[src/rtl/mem_bus_ctrl_pkg.sv]
`default_nettype none
// ============================================================================
// Module   : mem_bus_ctrl_pkg
// Brief    : Shared encodings for the memory bus controller: FSM states,
//            request channel ids, the abort fault word and the arbiter.
// Revision : 1.0 - initial release
// ============================================================================
package mem_bus_ctrl_pkg;

    // FSM state encodings
    localparam logic [0:0] c_ST_IDLE  = 1'b0;
    localparam logic [0:0] c_ST_ISSUE = 1'b1;

    // Request channel ids
    localparam logic [1:0] c_CH_FETCH = 2'd0;
    localparam logic [1:0] c_CH_LOAD  = 2'd1;
    localparam logic [1:0] c_CH_STORE = 2'd2;

    // Word returned to a read that was aborted by the bus timeout
    localparam logic [31:0] c_FAULT_WORD = 32'hDEAD_BEEF;

    // Fixed priority: store > load > fetch. Fetch is the fall-through, so
    // only the two higher-priority pending flags need to be looked at.
    function automatic logic [1:0] pick_channel(input logic store_pend,
                                                input logic load_pend);
        if (store_pend) begin
            return c_CH_STORE;
        end else if (load_pend) begin
            return c_CH_LOAD;
        end
        return c_CH_FETCH;
    endfunction

endpackage
`default_nettype wire

[src/rtl/mem_req_detect.sv]
`default_nettype none
// ============================================================================
// Module   : mem_req_detect
// Brief    : Per-channel new-request detector plus pending slot. A request
//            is new when en rises or addr/data change while en is high. The
//            slot is overwritten by newer requests except while the channel
//            is locked by the bus FSM; then the newcomer waits in a shadow.
// Revision : 1.0 - initial release
// ============================================================================
module mem_req_detect #(
    parameter int AW = 32,
    parameter int W  = 32
) (
    input  logic          clk,
    input  logic          rst,
    input  logic          i_en,
    input  logic [AW-1:0] i_addr,
    input  logic [W-1:0]  i_data,
    input  logic          i_lock,
    input  logic          i_clear,
    output logic          o_detect,
    output logic          o_pending,
    output logic [AW-1:0] o_addr,
    output logic [W-1:0]  o_data
);

    logic          r_en_prev;
    logic [AW-1:0] r_addr_prev;
    logic [W-1:0]  r_data_prev;
    logic          r_pending;
    logic [AW-1:0] r_addr;
    logic [W-1:0]  r_data;
    logic          r_sh_valid;
    logic [AW-1:0] r_sh_addr;
    logic [W-1:0]  r_sh_data;

    assign o_detect  = i_en && (!r_en_prev || (i_addr != r_addr_prev) ||
                                (i_data != r_data_prev));
    assign o_pending = r_pending;
    assign o_addr    = r_addr;
    assign o_data    = r_data;

    // Remember last cycle's request inputs for change detection
    always_ff @(posedge clk or posedge rst) begin
        if (rst) begin
            r_en_prev   <= 1'b0;
            r_addr_prev <= '0;
            r_data_prev <= '0;
        end else begin
            r_en_prev   <= i_en;
            r_addr_prev <= i_addr;
            r_data_prev <= i_data;
        end
    end

    // Pending slot and one-deep shadow; a completion promotes the newest request
    always_ff @(posedge clk or posedge rst) begin
        if (rst) begin
            r_pending  <= 1'b0;
            r_addr     <= '0;
            r_data     <= '0;
            r_sh_valid <= 1'b0;
            r_sh_addr  <= '0;
            r_sh_data  <= '0;
        end else if (i_clear) begin
            r_sh_valid <= 1'b0;
            if (o_detect) begin
                r_pending <= 1'b1;
                r_addr    <= i_addr;
                r_data    <= i_data;
            end else if (r_sh_valid) begin
                r_pending <= 1'b1;
                r_addr    <= r_sh_addr;
                r_data    <= r_sh_data;
            end else begin
                r_pending <= 1'b0;
            end
        end else if (o_detect) begin
            if (i_lock) begin
                r_sh_valid <= 1'b1;
                r_sh_addr  <= i_addr;
                r_sh_data  <= i_data;
            end else begin
                r_pending <= 1'b1;
                r_addr    <= i_addr;
                r_data    <= i_data;
            end
        end
    end

endmodule
`default_nettype wire

[src/rtl/mem_bus_ctrl.sv]
`default_nettype none
// ============================================================================
// Module   : mem_bus_ctrl
// Brief    : Serialises cpu fetch/load/store requests onto a single word-wide
//            req/ack memory bus (priority store > load > fetch) and returns
//            registered, held read data.
// Options  : MEM_CTRL_TIMEOUT_EN - abort a transfer with no ack after
//            TIMEOUT_CYCLES request cycles and raise the sticky bus_err.
// Revision : 1.0 - initial release
// ============================================================================
module mem_bus_ctrl
    import mem_bus_ctrl_pkg::*;
#(
    parameter int W              = 32,
    parameter int AW             = 32,
    parameter int TIMEOUT_CYCLES = 255
) (
    input  logic          clk,
    input  logic          rst,
    input  logic          pc_en,
    input  logic [AW-1:0] pc,
    output logic [W-1:0]  read_inst,
    input  logic          load_en,
    input  logic [AW-1:0] l_addr,
    output logic [W-1:0]  l_data,
    input  logic          store_en,
    input  logic [AW-1:0] s_addr,
    input  logic [W-1:0]  s_data,
    output logic          mem_busy,
    output logic          bus_req,
    output logic          bus_we,
    output logic [AW-1:0] bus_addr,
    output logic [W-1:0]  bus_wdata,
    input  logic [W-1:0]  bus_rdata,
    input  logic          bus_ack,
    output logic          bus_err
);

    logic [0:0]    r_state;
    logic [1:0]    r_ch;

    logic          w_det_f, w_det_l, w_det_s;
    logic          w_pend_f, w_pend_l, w_pend_s;
    logic [AW-1:0] w_addr_f, w_addr_l, w_addr_s;
    logic [W-1:0]  w_data_f, w_data_l, w_data_s;
    logic          w_any_pend;
    logic [1:0]    w_sel;
    logic          w_grant_idle;
    logic          w_issue;
    logic          w_done;
    logic [AW-1:0] w_sel_addr;
    logic [W-1:0]  w_sel_data;

    assign w_any_pend   = w_pend_f | w_pend_l | w_pend_s;
    assign w_sel        = pick_channel(w_pend_s, w_pend_l);
    assign w_grant_idle = (r_state == c_ST_IDLE) && w_any_pend;
    assign w_issue      = (r_state == c_ST_ISSUE);
    assign mem_busy     = w_any_pend | w_issue | w_det_f | w_det_l | w_det_s;

    // Fetch and load carry no data; their data path is tied off to zero.
    mem_req_detect #(.AW(AW), .W(W)) u_fetch (
        .clk(clk), .rst(rst), .i_en(pc_en), .i_addr(pc), .i_data('0),
        .i_lock((w_grant_idle && w_sel == c_CH_FETCH) || (w_issue && r_ch == c_CH_FETCH)),
        .i_clear(w_done && r_ch == c_CH_FETCH),
        .o_detect(w_det_f), .o_pending(w_pend_f), .o_addr(w_addr_f), .o_data(w_data_f)
    );

    mem_req_detect #(.AW(AW), .W(W)) u_load (
        .clk(clk), .rst(rst), .i_en(load_en), .i_addr(l_addr), .i_data('0),
        .i_lock((w_grant_idle && w_sel == c_CH_LOAD) || (w_issue && r_ch == c_CH_LOAD)),
        .i_clear(w_done && r_ch == c_CH_LOAD),
        .o_detect(w_det_l), .o_pending(w_pend_l), .o_addr(w_addr_l), .o_data(w_data_l)
    );

    mem_req_detect #(.AW(AW), .W(W)) u_store (
        .clk(clk), .rst(rst), .i_en(store_en), .i_addr(s_addr), .i_data(s_data),
        .i_lock((w_grant_idle && w_sel == c_CH_STORE) || (w_issue && r_ch == c_CH_STORE)),
        .i_clear(w_done && r_ch == c_CH_STORE),
        .o_detect(w_det_s), .o_pending(w_pend_s), .o_addr(w_addr_s), .o_data(w_data_s)
    );

    // Route the granted slot's address and data towards the bus registers
    always_comb begin
        w_sel_addr = w_addr_f;
        w_sel_data = w_data_f;
        case (w_sel)
            c_CH_LOAD: begin
                w_sel_addr = w_addr_l;
                w_sel_data = w_data_l;
            end
            c_CH_STORE: begin
                w_sel_addr = w_addr_s;
                w_sel_data = w_data_s;
            end
            default: begin
                w_sel_addr = w_addr_f;
                w_sel_data = w_data_f;
            end
        endcase
    end

`ifdef MEM_CTRL_TIMEOUT_EN
    localparam int c_TW = $clog2(TIMEOUT_CYCLES + 1);

    logic [c_TW-1:0] r_timer;
    logic            w_timeout;

    assign w_timeout = w_issue && !bus_ack && (r_timer == c_TW'(TIMEOUT_CYCLES - 1));
    assign w_done    = w_issue && (bus_ack || w_timeout);

    // Count request cycles of the current transfer
    always_ff @(posedge clk or posedge rst) begin
        if (rst) begin
            r_timer <= '0;
        end else if (w_issue && !w_done) begin
            r_timer <= r_timer + 1'b1;
        end else begin
            r_timer <= '0;
        end
    end

    // Sticky timeout flag, cleared only by reset
    always_ff @(posedge clk or posedge rst) begin
        if (rst) begin
            bus_err <= 1'b0;
        end else if (w_timeout) begin
            bus_err <= 1'b1;
        end
    end
`else
    assign w_done  = w_issue && bus_ack;
    assign bus_err = 1'b0;
`endif

    // Bus FSM: grant a slot from IDLE, hold the bus in ISSUE until completion
    always_ff @(posedge clk or posedge rst) begin
        if (rst) begin
            r_state   <= c_ST_IDLE;
            r_ch      <= c_CH_FETCH;
            bus_req   <= 1'b0;
            bus_we    <= 1'b0;
            bus_addr  <= '0;
            bus_wdata <= '0;
            read_inst <= '0;
            l_data    <= '0;
        end else begin
            case (r_state)
                c_ST_IDLE: begin
                    if (w_any_pend) begin
                        r_ch      <= w_sel;
                        bus_req   <= 1'b1;
                        bus_we    <= (w_sel == c_CH_STORE);
                        bus_addr  <= {w_sel_addr[AW-1:2], 2'b00};
                        bus_wdata <= w_sel_data;
                        r_state   <= c_ST_ISSUE;
                    end
                end
                c_ST_ISSUE: begin
                    if (bus_ack) begin
                        bus_req <= 1'b0;
                        r_state <= c_ST_IDLE;
                        if (!bus_we) begin
                            if (r_ch == c_CH_FETCH) begin
                                read_inst <= bus_rdata;
                            end else if (r_ch == c_CH_LOAD) begin
                                l_data <= bus_rdata;
                            end
                        end
                    end
`ifdef MEM_CTRL_TIMEOUT_EN
                    else if (w_timeout) begin
                        bus_req <= 1'b0;
                        r_state <= c_ST_IDLE;
                        if (!bus_we) begin
                            if (r_ch == c_CH_FETCH) begin
                                read_inst <= W'(c_FAULT_WORD);
                            end else if (r_ch == c_CH_LOAD) begin
                                l_data <= W'(c_FAULT_WORD);
                            end
                        end
                    end
`endif
                end
                default: begin
                    r_state <= c_ST_IDLE;
                end
            endcase
        end
    end

endmodule
`default_nettype wire

[config.mk]
export PLATFORM = sky130hd
export DESIGN_NAME = mem_bus_ctrl
export DESIGN_NICKNAME = d
export VERILOG_FILES = /design/src/rtl/mem_bus_ctrl_pkg.sv /design/src/rtl/mem_req_detect.sv /design/src/rtl/mem_bus_ctrl.sv
export SDC_FILE = /design/constraint.sdc
export NUM_CORES = 1
export LEC_CHECK = 0
export BUFFER_PORTS_ARGS = -buffer_cell sky130_fd_sc_hd__buf_4
export CAP_MARGIN = 30
export CELL_PAD_IN_SITES_DETAIL_PLACEMENT = 0
export CELL_PAD_IN_SITES_GLOBAL_PLACEMENT = 1
export CORE_ASPECT_RATIO = 0.7
export CORE_MARGIN = 5
export CORE_UTILIZATION = 46
export CTS_CLUSTER_DIAMETER = 150
export DETAILED_ROUTE_END_ITERATION = 6
export MAX_ROUTING_LAYER = met4
export PLACE_DENSITY_LB_ADDON = 0.1
export REMOVE_ABC_BUFFERS = 1
export SYNTH_ARGS = -nofsm -noshare
export SYNTH_HDL_FRONTEND = slang
export SYNTH_SLANG_ARGS = --single-unit
[constraint.sdc]
create_clock -name clk -period 23.3 [get_ports clk]
set_input_delay 4.66 -clock clk [delete_from_list [all_inputs] [get_ports clk]]
set_output_delay 4.66 -clock clk [all_outputs]
set_load 0.03 [all_outputs]
==> qor.csv, run 1 <==
stage;metric;value;unit
sta;worst_slew_margin_rel;34.6;%
global_routing;grt-ovfl-total;0;
global_routing;groute.layer.met3.usage;5.39;%
final_layout;finish.net_count;2556;
drt;viasPerCell;5.68;
worst_setup_path;endpoint_type_of_the_worst_setup_path;primary output;
yosys;synth.ff_latch_count;511;
clocking;htreeDepth;2;
floorplan;floorplan.initialDensity;46.7;%
clocking;cts.root.buffer_cell;sky130_fd_sc_hd__clkbuf_16;
global_routing;globalRouteMet2Util;36.0;%
sta;worst-slew-pin-transition;0.982;ns
power;ir_drop;73.8;µV
floorplan;die_h;198;µm
final_layout;syn_to_final_growth;19.6;%
power;switching_share;34.1;%
power;sequentialPowerShare;44.0;%
global_routing;groute.usage.overall;24.7;%
yosys;mapped_avg_cell_area;10.6;µm²
worst_setup_path;critical_path.max_stage_delay;0.52;ns
final_layout;layout-drive-gt1-share;25.1;%
clocking;post_cts_resize_count;0;
clocking;hold_buffers_post_cts;0;
sta;timing.fmax;83.7;MHz
sta;grt_setup_unrepaired;no;
drt;post-route-drc-count;0;
floorplan;dieWidth;278;µm
power;pleak;12.4;nW
worst_setup_path;crit_arrival;7.29;ns
global_routing;grt_pass1_vias;17800;
global_routing;first_pass_grt_wire_length;105000;µm
clocking;clk_pin_slew;0.06;ns
worst_setup_path;startpoint_type;primary input;
global_routing;grt_max_degree;174;
final_layout;most-common-layout-cells;sky130_fd_sc_hd__dfrtp_1 (510), sky130_fd_sc_hd__buf_4 (320), sky130_fd_sc_hd__nand2_1 (296);
run_status;result_of_the_run;complete, no violations;
yosys;ys_seq_area_share;55.3;%
worst_setup_path;worstSetupPathType;in2out;
clocking;tritoncts_num_sinks;511;
drt;routed-via-count;17600;
floorplan;placementRows;68;
run;maxCapViolations;0;
yosys;synth_flop_cell;sky130_fd_sc_hd__dfrtp_1;
worst_setup_path;slowest_cp_cell;sky130_fd_sc_hd__o21ai_0;
yosys;synthesis.area;23100;µm²
worst_setup_path;worstPathRequired;18.64;ns
drt;detailed_routing_iterations_pass_1;5;
worst_setup_path;cell_by_cell_trace_of_the_critical_path;buf_4 -> xnor2_1 -> nand4_1 -> nor4_1 -> nand4_1 -> o21ai_0 -> nand4_1 -> buf_4;
placed_design;place.port_buffers;294;
power;power.density;106;nW/µm²
sta;min_period;11.95;ns
drt;detail-route-antenna-nets;0;
floorplan;die_area;54900;µm²
placed_design;routabilityCongestion;0.794;
yosys;synth_top_cell_area_share;55.3;%
drt;wire_per_inst;21.8;µm
yosys;netlist_top_cells_area;sky130_fd_sc_hd__dfrtp_1 (55%), sky130_fd_sc_hd__mux2_2 (5.4%), sky130_fd_sc_hd__nand2_1 (4.9%);
yosys;synth_area_leader_cell;sky130_fd_sc_hd__dfrtp_1;
sta;setup_viol;0;
power;p_comb_share;27.4;%
final_layout;leading_cell_type_in_the_layout_fill_and_taps_excluded;sky130_fd_sc_hd__dfrtp_1;
floorplan;placeableCoreArea;49500;µm²
power;fin_total_pwr;2.94;mW
global_routing;met1_usage;35.8;%
hold_path;hold_class;reg2reg;
yosys;ys_types;54;
clocking;latest_clock_arrival_within_the_worst_skew_pair;0.60;ns
sta;worst_clock_skew;0.0159;ns
yosys;gate_count_after_technology_mapping;2178;
worst_setup_path;path_max_fanout;4;
sta;min_period_over_period;51.3;%
yosys;synth-warning-count;0;
clocking;clock_tree_from_tritoncts;done;
floorplan;io_pins;298;
global_routing;grt-busiest-layer;met2;
power;internal_power;1.93;mW
final_layout;filler_cell_count;4334;
sta;final_max_slew_viol_count;0;
drt;drt_wl_total;67700;µm
clocking;postCtsSetupBuffers;0;
yosys;synth-edff-count;0;
worst_setup_path;critPathMostFrequentCell;sky130_fd_sc_hd__nand4_1;
sta;hold_viol_final;0;
clocking;cts_buffer_depth;3;
sta;finalSetupTns;0;ns
clocking;cts_inserted_buffers;51;
power;pwr-share-clk;28.6;%
yosys;ys_async_sr_fraction;100;%
placed_design;hpwlAfterDp;41800;µm
power;switchingPower;1.00;mW
global_routing;antenna_found_initial;5;
drt;detail_route.iter0.violations;1545;
[area by class of cell]
class	count	area (µm²)	share of cell area [%]
timing repair buffer	328	2590	9.37
sequential	511	12800	46.2
multi-input combinational	1367	9250	33.4
clock inverter	13	135	0.488
tap	665	832	3.01
inverter	131	499	1.80
clock buffer	79	1560	5.64
antenna	4	10.0	0.0362
[power groups by stage]
| stage | sequential (mW) | combinational [mW] | clock (mW) |
|---|---|---|---|
| after global placement | 1.29 | 0.792 | 0 |
| after detailed placement | 1.30 | 0.808 | 0 |
| after global routing | 1.32 | 0.874 | 0.894 |
| after floorplan | 1.43 | 0.338 | 0 |
| final | 1.29 | 0.804 | 0.840 |
| after CTS | 1.29 | 0.809 | 0.860 |
[cells by family (layout without fill, tap and decap cells)]
group	after synthesis	after routing	synth area share [%]
AO/OA/AOI/OAI	379	379	12.0
buffers and inverters	302	551	5.30
XOR/XNOR	105	105	3.98
multiplexers	182	182	8.70
AND/OR/NAND/NOR	698	698	14.7
flip-flops	511	511	55.3
other	1	7	0.0162
[final timing paths]
check | cells after the start | from | slack, ns | end
max | 8 | s_addr[22] | 11.35 | mem_busy
min | 2 | l_data[12] | 0.48 | l_data[12]
max reg2reg | 7 | u_store.r_data_prev[28] | 19.77 | u_store.o_data[25]
min reg2reg | 2 | l_data[12] | 0.48 | l_data[12]
max in group asynchronous | 6 | rst | 17.21 | bus_wdata[18]
min in group asynchronous | 2 | rst | 4.19 | u_load.r_sh_addr[2]
[through the flow]
step / cell area [µm²] / hold slack [ns] / utilization (%) / setup WS [ns] / cells
detailed placement: 25800 / 0.464 / 52.1 / 10.99 / 2995
floorplan: 22400 / 0.458 / - / 4.37 / 2009
CTS: 27500 / 0.480 / 55.5 / 10.97 / 3087
finish: 27700 / 0.478 / 55.9 / 11.35 / 3098
global route: 27700 / 0.496 / 55.9 / 11.23 / 3098
global placement: 25800 / 0.460 / 52.1 / 11.09 / 2995
[worst max-delay path: cells and delay by family]
kind,cells,cell delay [ns]
AO/OA/AOI/OAI,1,0.52
AND/OR/NAND/NOR,4,1.51
XOR/XNOR,1,0.17
buffers and inverters,2,0.42
[layer usage]
| metal | share of wire, % | wire, µm |
|---|---|---|
| met1 | 48 | 32300 |
| met2 | 45 | 30200 |
| met3 | 5.7 | 3870 |
| met4 | 1.9 | 1280 |
| met5 | 0 | 0 |
[cell usage after synthesis (all sizes together) (4+ instances only)]
cell type,n
nor3,96
mux2,152
nor4,107
dfrtp,511
nand2b,27
xnor2,69
nor3b,30
mux2i,30
nand2,299
a21oi,37
a221oi,61
and2,32
a221o,30
a31o,63
o21ai,98
inv,131
a31oi,31
xor2,36
nand4,18
nor2b,4
clkbuf,122
o2111ai,9
nand3,35
nor2,42
a211o,30
buf,49
Power figures use the tool's default switching activity.
==> inputs of run 2 (changes only) <==
ABC_AREA = 1   (was not set)
CORE_UTILIZATION = 43   (was 46)
clock period = 11.5 ns   (was 23.3 ns; I/O delays follow)
==> run 2 against run 1 <==
The run now ends with design-rule violations left. Largest power group unchanged. Highest routed layer unchanged. Largest cell class unchanged. Setup slack got worse by 6.7 ns. Clock skew barely moved. Clock-buffer cell count rose by 5. Area after synthesis is 5.4% lower. Utilization shrank 3.9 points. Sequential power increased by 120%. First-iteration DRC count is 9.6% lower. Final cell count grew 15%. Flip-flop and latch count stayed put. Global-route usage is 1.2 points lower.
==> qor.csv, run 2 <==
stage;metric;value;unit;change
yosys;mapped_avg_cell_area;8.44;µm²;was 10.6 µm²
global_routing;groute.usage.overall;23.5;%;was 24.7%
worst_setup_path;worstPathRequired;9.20;ns;was 18.64 ns
global_routing;globalRouteMet2Util;34.0;%;was 36.0%
hold_path;hold_path_depth;2;;unchanged
sta;layout_setup_ws;4.68;ns;was 11.35 ns
yosys;ys_types;34;;was 54
sta;min_period;6.82;ns;
floorplan;placementRows;69;;was 68
sta;min_period_over_period;59.3;%;
yosys;synth_area_leader_cell;sky130_fd_sc_hd__dfrtp_1;;unchanged
yosys;gate_count_after_technology_mapping;2593;;was 2,178
placed_design;placement_setup_slack;4.70;ns;was 10.99 ns
global_routing;antenna_found_initial;3;;was 5
hold_path;min_to;bus_wdata[24];;was l_data[12]
worst_setup_path;reg2reg_depth;10;;was 7
worst_setup_path;startpoint_type;primary input;;unchanged
worst_setup_path;endpoint_type_of_the_worst_setup_path;primary output;;unchanged
clocking;hold_buffers_post_cts;0;;unchanged
hold_path;start_point_of_the_worst_min_delay_path;bus_wdata[24];;was l_data[12]
yosys;post-synth-top-count-cell;sky130_fd_sc_hd__nand2_1;;was sky130_fd_sc_hd__dfrtp_1
sta;worst_slew_margin_rel;25.6;%;was 34.6%
sta;final_max_slew_viol_count;0;;unchanged
yosys;synth-edff-count;0;;unchanged
worst_setup_path;buffering_stage_count_on_the_worst_path_with_inverters_included;2;;unchanged
worst_setup_path;crit_arrival;4.52;ns;was 7.29 ns
final_layout;filler_cell_count;4861;;was 4,334
global_routing;grt_pass1_vias;17600;;was 17,800
yosys;ys_async_sr_fraction;100;%;unchanged
worst_setup_path;path_max_fanout;34;;was 4
clocking;latest_clock_arrival_within_the_worst_skew_pair;0.59;ns;was 0.60 ns
clocking;postCtsSetupBuffers;0;;unchanged
hold_path;hold_class;reg2reg;;unchanged
yosys;cell_types_with_the_highest_counts_after_synthesis;sky130_fd_sc_hd__nand2_1 (1,142), sky130_fd_sc_hd__dfrtp_1 (511), sky130_fd_sc_hd__inv_1 (187);;was sky130_fd_sc_hd__dfrtp_1 (511), sky130_fd_sc_hd__nand2_1 (299), sky130_fd_sc_hd__inv_1 (131)
global_routing;groute.layer.met3.usage;4.12;%;was 5.39%
worst_setup_path;worst_r2r_endpoint;bus_addr[13];;was u_store.o_data[25]
drt;detail_route.iter0.violations;1396;;was 1,545
floorplan;floorplan.initialDensity;43.3;%;was 46.7%
drt;detail-route-antenna-nets;0;;unchanged
drt;wire_per_inst;17.8;µm;was 21.8 µm
yosys;synth_top_cell_area_share;58.5;%;was 55.3%
clocking;cts_inserted_buffers;52;;was 51
placed_design;hpwlAfterDp;42300;µm;was 41,800 µm
worst_setup_path;crit_family;simple AND/OR/NAND/NOR gates;;unchanged
clocking;cts.root.buffer_cell;sky130_fd_sc_hd__clkbuf_16;;unchanged
final_layout;final_design_area_no_fill;26300;µm²;was 27,700 µm²
final_layout;most-common-layout-cells;sky130_fd_sc_hd__nand2_1 (1,141), sky130_fd_sc_hd__dfrtp_1 (510), sky130_fd_sc_hd__buf_4 (314);;was sky130_fd_sc_hd__dfrtp_1 (510), sky130_fd_sc_hd__buf_4 (320), sky130_fd_sc_hd__nand2_1 (296)
placed_design;place_area;24600;µm²;was 25,800 µm²
yosys;ys_seq_area_share;58.5;%;was 55.3%
worst_setup_path;critical_path.max_stage_delay;0.57;ns;was 0.52 ns
yosys;synth-warning-count;0;;unchanged
floorplan;dieWidth;280;µm;was 278 µm
power;pleak;13.9;nW;was 12.4 nW
sta;setup_viol;0;;unchanged
clocking;post_cts_resize_count;0;;unchanged
global_routing;met1_usage;34.9;%;was 35.8%
clocking;htreeDepth;2;;unchanged
worst_setup_path;reg2reg_setup_slack;7.64;ns;was 19.77 ns
clocking;cts_buffer_depth;3;;unchanged
power;ir_drop;121;µV;was 73.8 µV
sta;timing.fmax;147;MHz;
sta;finalSetupTns;0;ns;unchanged
sta;grt_setup_unrepaired;no;;unchanged
clocking;clock_tree_from_tritoncts;done;;unchanged
floorplan;io_pins;298;;unchanged
global_routing;grt-busiest-layer;met1;;was met2
drt;routed-via-count;17700;;was 17,600
final_layout;layout-drive-gt1-share;15.1;%;was 25.1%
worst_setup_path;slowest_cp_cell;sky130_fd_sc_hd__nand2_2;;was sky130_fd_sc_hd__o21ai_0
worst_setup_path;rr_startpoint;u_store.o_pending;;was u_store.r_data_prev[28]
clocking;clk_pin_slew;0.06;ns;about the same
drt;detailed_routing_iterations_pass_1;7;;was 5
power;power.density;262;nW/µm²;was 106 nW/µm²
placed_design;routabilityCongestion;0.851;;was 0.794
final_layout;finish.net_count;3006;;was 2,556
run_status;failing_checks;design-rule violations;;
floorplan;die_h;199;µm;was 198 µm
run;maxCapViolations;0;;unchanged
yosys;synthesis.area;21900;µm²;was 23,100 µm²
yosys;netlist_top_cells_area;sky130_fd_sc_hd__dfrtp_1 (58%), sky130_fd_sc_hd__nand2_1 (20%), sky130_fd_sc_hd__nand3_1 (4.2%);;was sky130_fd_sc_hd__dfrtp_1 (55%), sky130_fd_sc_hd__mux2_2 (5.4%), sky130_fd_sc_hd__nand2_1 (4.9%)
clocking;tritoncts_num_sinks;511;;unchanged
floorplan;placeableCoreArea;50500;µm²;was 49,500 µm²
global_routing;first_pass_grt_wire_length;101000;µm;was 105,000 µm
drt;viasPerCell;4.97;;was 5.68
worst_setup_path;cell_by_cell_trace_of_the_critical_path;buf_4 -> xor2_1 -> nor3_1 -> nand2_1 -> nor2_1 -> nand2_1 -> nand2_2 -> nand4_1 -> buf_4;;was buf_4 -> xnor2_1 -> nand4_1 -> nor4_1 -> nand4_1 -> o21ai_0 -> nand4_1 -> buf_4
drt;post-route-drc-count;7;;was 0
final_layout;syn_to_final_growth;20.0;%;was 19.6%
global_routing;grt_max_degree;181;;was 174
run_status;result_of_the_run;finished, violations left;;was complete, no violations
sta;worst_clock_skew;0.0158;ns;was 0.0159 ns
yosys;synth.ff_latch_count;511;;unchanged
placed_design;place.port_buffers;294;;unchanged
drt;drt_wl_total;63400;µm;was 67,700 µm
sta;worst-slew-pin-transition;1.12;ns;was 0.982 ns
worst_setup_path;worstSetupPathType;in2out;;unchanged
sta;hold_viol_final;0;;unchanged
global_routing;grt-ovfl-total;0;;unchanged
yosys;synth_flop_cell;sky130_fd_sc_hd__dfrtp_1;;unchanged
final_layout;leading_cell_type_in_the_layout_fill_and_taps_excluded;sky130_fd_sc_hd__nand2_1;;was sky130_fd_sc_hd__dfrtp_1
floorplan;die_area;55600;µm²;was 54,900 µm²
-- run 2: report_power, final --
| part | internal [mW] | total (mW) | switching [mW] |
|---|---|---|---|
| Clock | 0.969 | 1.68 | 0.710 |
| Combinational | 0.779 | 2.39 | 1.61 |
| Sequential | 2.45 | 2.82 | 0.372 |
| Total | 4.20 | 6.89 | 2.69 |
-- run 2: cells by family after synthesis --
kind of cell	synth area share (%)
AND/OR/NAND/NOR	26.5
buffers and inverters	6.58
AO/OA/AOI/OAI	6.40
XOR/XNOR	2.00
other	0.0171
flip-flops	58.5
-- run 2: worst max path at each step --
stage,start,endpoint,slack [ns],cells past startpoint
CTS,l_addr[26],mem_busy,4.68,10
detailed placement,l_addr[26],mem_busy,4.70,10
global placement,l_addr[14],mem_busy,4.69,9
finish,l_addr[14],mem_busy,4.68,9
floorplan,rst,bus_addr[10],-5.07,1
global route,l_addr[31],mem_busy,4.58,11
-- run 2: worst min-delay path, stage by stage, from the launching register on --
cell	delay (ns)
sky130_fd_sc_hd__dfrtp_1	0.34
sky130_fd_sc_hd__nand2_1	0.05
sky130_fd_sc_hd__nand2_1	0.04
-- run 2: routing by layer --
metal  up-vias  part of all wire (%)
met5         -                     0
met4         0                   1.6
met3        68                   5.6
met2       381                    44
met1      8621                    49
li1       8603                     -
-- run 2: through the flow --
step | power [mW] | instances | hold slack (ns) | utilization [%]
after CTS | 6.96 | 3554 | 0.475 | 52.0
after floorplan | 4.23 | 2465 | 0.449 | -
after global routing | 7.36 | 3557 | 0.487 | 52.0
after detailed placement | 5.25 | 3460 | 0.461 | 48.7
final | 6.89 | 3557 | 0.470 | 52.0
after global placement | 5.18 | 3455 | 0.455 | 48.5
-- run 2: area by class of cell --
type	instances	area (µm²)	area share, %
repair buffers	321	2500	9.53
clock buffers	84	1560	5.95
flip-flops and latches	511	12800	48.7
clock inverters	10	103	0.391
multi-input cells	1755	7690	29.3
diodes	3	7.51	0.0286
inverters	199	754	2.87
well taps	674	843	3.21
==> inputs of run 3 (changes only) <==
CORE_UTILIZATION = 39   (was 43)
clock period = 6.2 ns   (was 11.5 ns; I/O delays follow)
==> run 3 against run 2 <==
The flow now finishes without violations. Critical path type unchanged. Via count down 0.10%. Sequential power up 87%. Worst hold slack better by 0.0013 ns. Sequential share of layout area down 0.46 points.
==> qor.csv, run 3 (synthesis results as in run 2) <==
stage;metric;value;unit;change
clocking;cts_buffer_depth;3;;unchanged
worst_setup_path;worst_r2r_endpoint;u_store.r_sh_data[4];;was bus_addr[13]
floorplan;placementRows;72;;was 69
drt;viasPerCell;4.86;;was 4.97
run;maxCapViolations;0;;unchanged
hold_path;hold_path_depth;2;;unchanged
run_status;result_of_the_run;complete, no violations;;was finished, violations left
sta;worst_slew_margin_rel;35.3;%;was 25.6%
sta;worst-slew-pin-transition;0.969;ns;was 1.12 ns
worst_setup_path;crit_arrival;3.42;ns;was 4.52 ns
power;pleak;14.0;nW;was 13.9 nW
final_layout;final_design_area_no_fill;26500;µm²;was 26,300 µm²
final_layout;layout-drive-gt1-share;15.7;%;was 15.1%
clocking;cts_inserted_buffers;53;;was 52
clocking;clock_tree_from_tritoncts;done;;unchanged
sta;final_max_slew_viol_count;0;;unchanged
final_layout;syn_to_final_growth;21.2;%;was 20.0%
drt;routed-via-count;17700;;about the same
worst_setup_path;worstPathRequired;4.96;ns;was 9.20 ns
final_layout;non_filler_instance_count_after_layout;3632;;was 3,557
worst_setup_path;endpoint_type_of_the_worst_setup_path;primary output;;unchanged
sta;hold_viol_final;0;;unchanged
global_routing;grt-ovfl-total;0;;unchanged
worst_setup_path;reg2reg_setup_slack;2.78;ns;was 7.64 ns
sta;timing.fmax;215;MHz;
drt;drt_wl_total;65800;µm;was 63,400 µm
placed_design;routabilityCongestion;0.825;;was 0.851
placed_design;place_area;24700;µm²;was 24,600 µm²
global_routing;groute.usage.overall;22.0;%;was 23.5%
clocking;post_cts_resize_count;0;;unchanged
hold_path;start_point_of_the_worst_min_delay_path;bus_wdata[12];;was bus_wdata[24]
clocking;htreeDepth;2;;unchanged
power;power.density;489;nW/µm²;was 262 nW/µm²
worst_setup_path;path_max_fanout;14;;was 34
floorplan;io_pins;298;;unchanged
sta;worst_clock_skew;0.0213;ns;was 0.0158 ns
sta;min_period;4.66;ns;
drt;detail_route.iter0.violations;1253;;was 1,396
drt;wire_per_inst;18.1;µm;was 17.8 µm
placed_design;hpwlAfterDp;44400;µm;was 42,300 µm
floorplan;floorplan.initialDensity;39.5;%;was 43.3%
sta;setup_viol;0;;unchanged
clocking;cts.root.buffer_cell;sky130_fd_sc_hd__clkbuf_16;;unchanged
worst_setup_path;critPathMostFrequentCell;sky130_fd_sc_hd__nand2_1;;
worst_setup_path;reg2reg_depth;15;;was 10
final_layout;finish.net_count;3013;;was 3,006
placed_design;cells_after_dpl;3532;;was 3,460
floorplan;die_h;208;µm;was 199 µm
worst_setup_path;worstSetupPathType;in2out;;unchanged
placed_design;place.port_buffers;294;;unchanged
clocking;hold_buffers_post_cts;0;;unchanged
final_layout;filler_cell_count;5459;;was 4,861
clocking;tritoncts_num_sinks;511;;unchanged
hold_path;hold_class;reg2reg;;unchanged
drt;detail-route-antenna-nets;0;;unchanged
global_routing;grt_max_degree;116;;was 181
floorplan;dieWidth;293;µm;was 280 µm
worst_setup_path;buffering_stage_count_on_the_worst_path_with_inverters_included;3;;was 2
worst_setup_path;crit_family;simple AND/OR/NAND/NOR gates;;unchanged
worst_setup_path;cell_by_cell_trace_of_the_critical_path;buf_4 -> inv_1 -> nand2_1 -> nand2_1 -> nor2_1 -> nand2_1 -> nor2_1 -> nand3_1 -> nor2_1 -> nand2_1 -> nand2_2 -> nand4_1 -> buf_4;;was buf_4 -> xor2_1 -> nor3_1 -> nand2_1 -> nor2_1 -> nand2_1 -> nand2_2 -> nand4_1 -> buf_4
global_routing;first_pass_grt_wire_length;103000;µm;was 101,000 µm
sta;grt_setup_unrepaired;no;;unchanged
worst_setup_path;rr_startpoint;u_store.r_data_prev[12];;was u_store.o_pending
hold_path;min_to;bus_wdata[12];;was bus_wdata[24]
power;ir_drop;231;µV;was 121 µV
clocking;postCtsSetupBuffers;0;;unchanged
worst_setup_path;critical_path.max_stage_delay;0.33;ns;was 0.57 ns
final_layout;most-common-layout-cells;sky130_fd_sc_hd__nand2_1 (1,141), sky130_fd_sc_hd__dfrtp_1 (510), sky130_fd_sc_hd__buf_4 (319);;was sky130_fd_sc_hd__nand2_1 (1,141), sky130_fd_sc_hd__dfrtp_1 (510), sky130_fd_sc_hd__buf_4 (314)
clocking;clk_pin_slew;0.06;ns;about the same
global_routing;grt_pass1_vias;17600;;about the same
sta;min_period_over_period;75.1;%;
sta;finalSetupTns;0;ns;unchanged
global_routing;antenna_found_initial;3;;unchanged
floorplan;die_area;61000;µm²;was 55,600 µm²
drt;post-route-drc-count;0;;was 7
clocking;latest_clock_arrival_within_the_worst_skew_pair;0.60;ns;was 0.59 ns
worst_setup_path;startpoint_type;primary input;;unchanged
floorplan;placeableCoreArea;55400;µm²;was 50,500 µm²
drt;detailed_routing_iterations_pass_1;5;;was 7
worst_setup_path;slowest_cp_cell;sky130_fd_sc_hd__nand4_1;;was sky130_fd_sc_hd__nand2_2
final_layout;leading_cell_type_in_the_layout_fill_and_taps_excluded;sky130_fd_sc_hd__nand2_1;;unchanged
==> run 3: per-layer routing <==
metal / part of all wire (%) / up-vias / GRT usage [%] / wire (µm)
li1: - / 8623 / - / -
met1: 50 / 8560 / 32.9 / 32700
met2: 43 / 394 / 31.6 / 28600
met3: 5.0 / 78 / 3.66 / 3260
met4: 1.8 / 0 / 4.80 / 1210
met5: 0 / - / - / 0
==> run 3: worst register-to-register path: cells and delay by family, from the launching register on <==
family	cells	cell delay [ns]
buffers and inverters	2	0.68
DFF	1	0.37
and+or+nand+nor	13	2.30
==> run 3: how the worst max path moves through the flow <==
stage                   endpoint  cells after the start  startpoint  slack, ns
floorplan           bus_addr[10]                      1         rst      -9.31
finish                  mem_busy                     13  s_data[12]       1.54
CTS                     mem_busy                     13  s_data[12]       1.62
detailed placement      mem_busy                     13  s_data[12]       1.65
global route            mem_busy                     13   s_addr[4]       1.46
global placement        mem_busy                     13  s_data[12]       1.62
==> run 3: cell type report <==
cell class	count	area (µm²)	area share, %
clock buffer	84	1680	6.32
timing repair buffer	327	2560	9.68
tap	740	926	3.49
inverter	199	754	2.85
multi-input combinational	1755	7690	29.0
sequential	511	12800	48.3
clock inverter	13	100	0.378
antenna	3	7.51	0.0283
==> run 3: per-stage QoR <==
stage | power [mW] | hold WS [ns] | setup slack (ns) | util (%)
after floorplan | 7.85 | 0.449 | -9.31 | -
after global placement | 9.65 | 0.455 | 1.62 | 44.5
after detailed placement | 9.79 | 0.461 | 1.65 | 44.6
after CTS | 13.1 | 0.477 | 1.62 | 47.8
after global routing | 13.8 | 0.485 | 1.46 | 47.8
final | 13.0 | 0.472 | 1.54 | 47.8
==> run 3: power by group <==
part / switching (mW) / internal, mW
combinational: 2.99 / 1.46
clock: 1.37 / 1.89
sequential: 0.719 / 4.54
total: 5.08 / 7.89
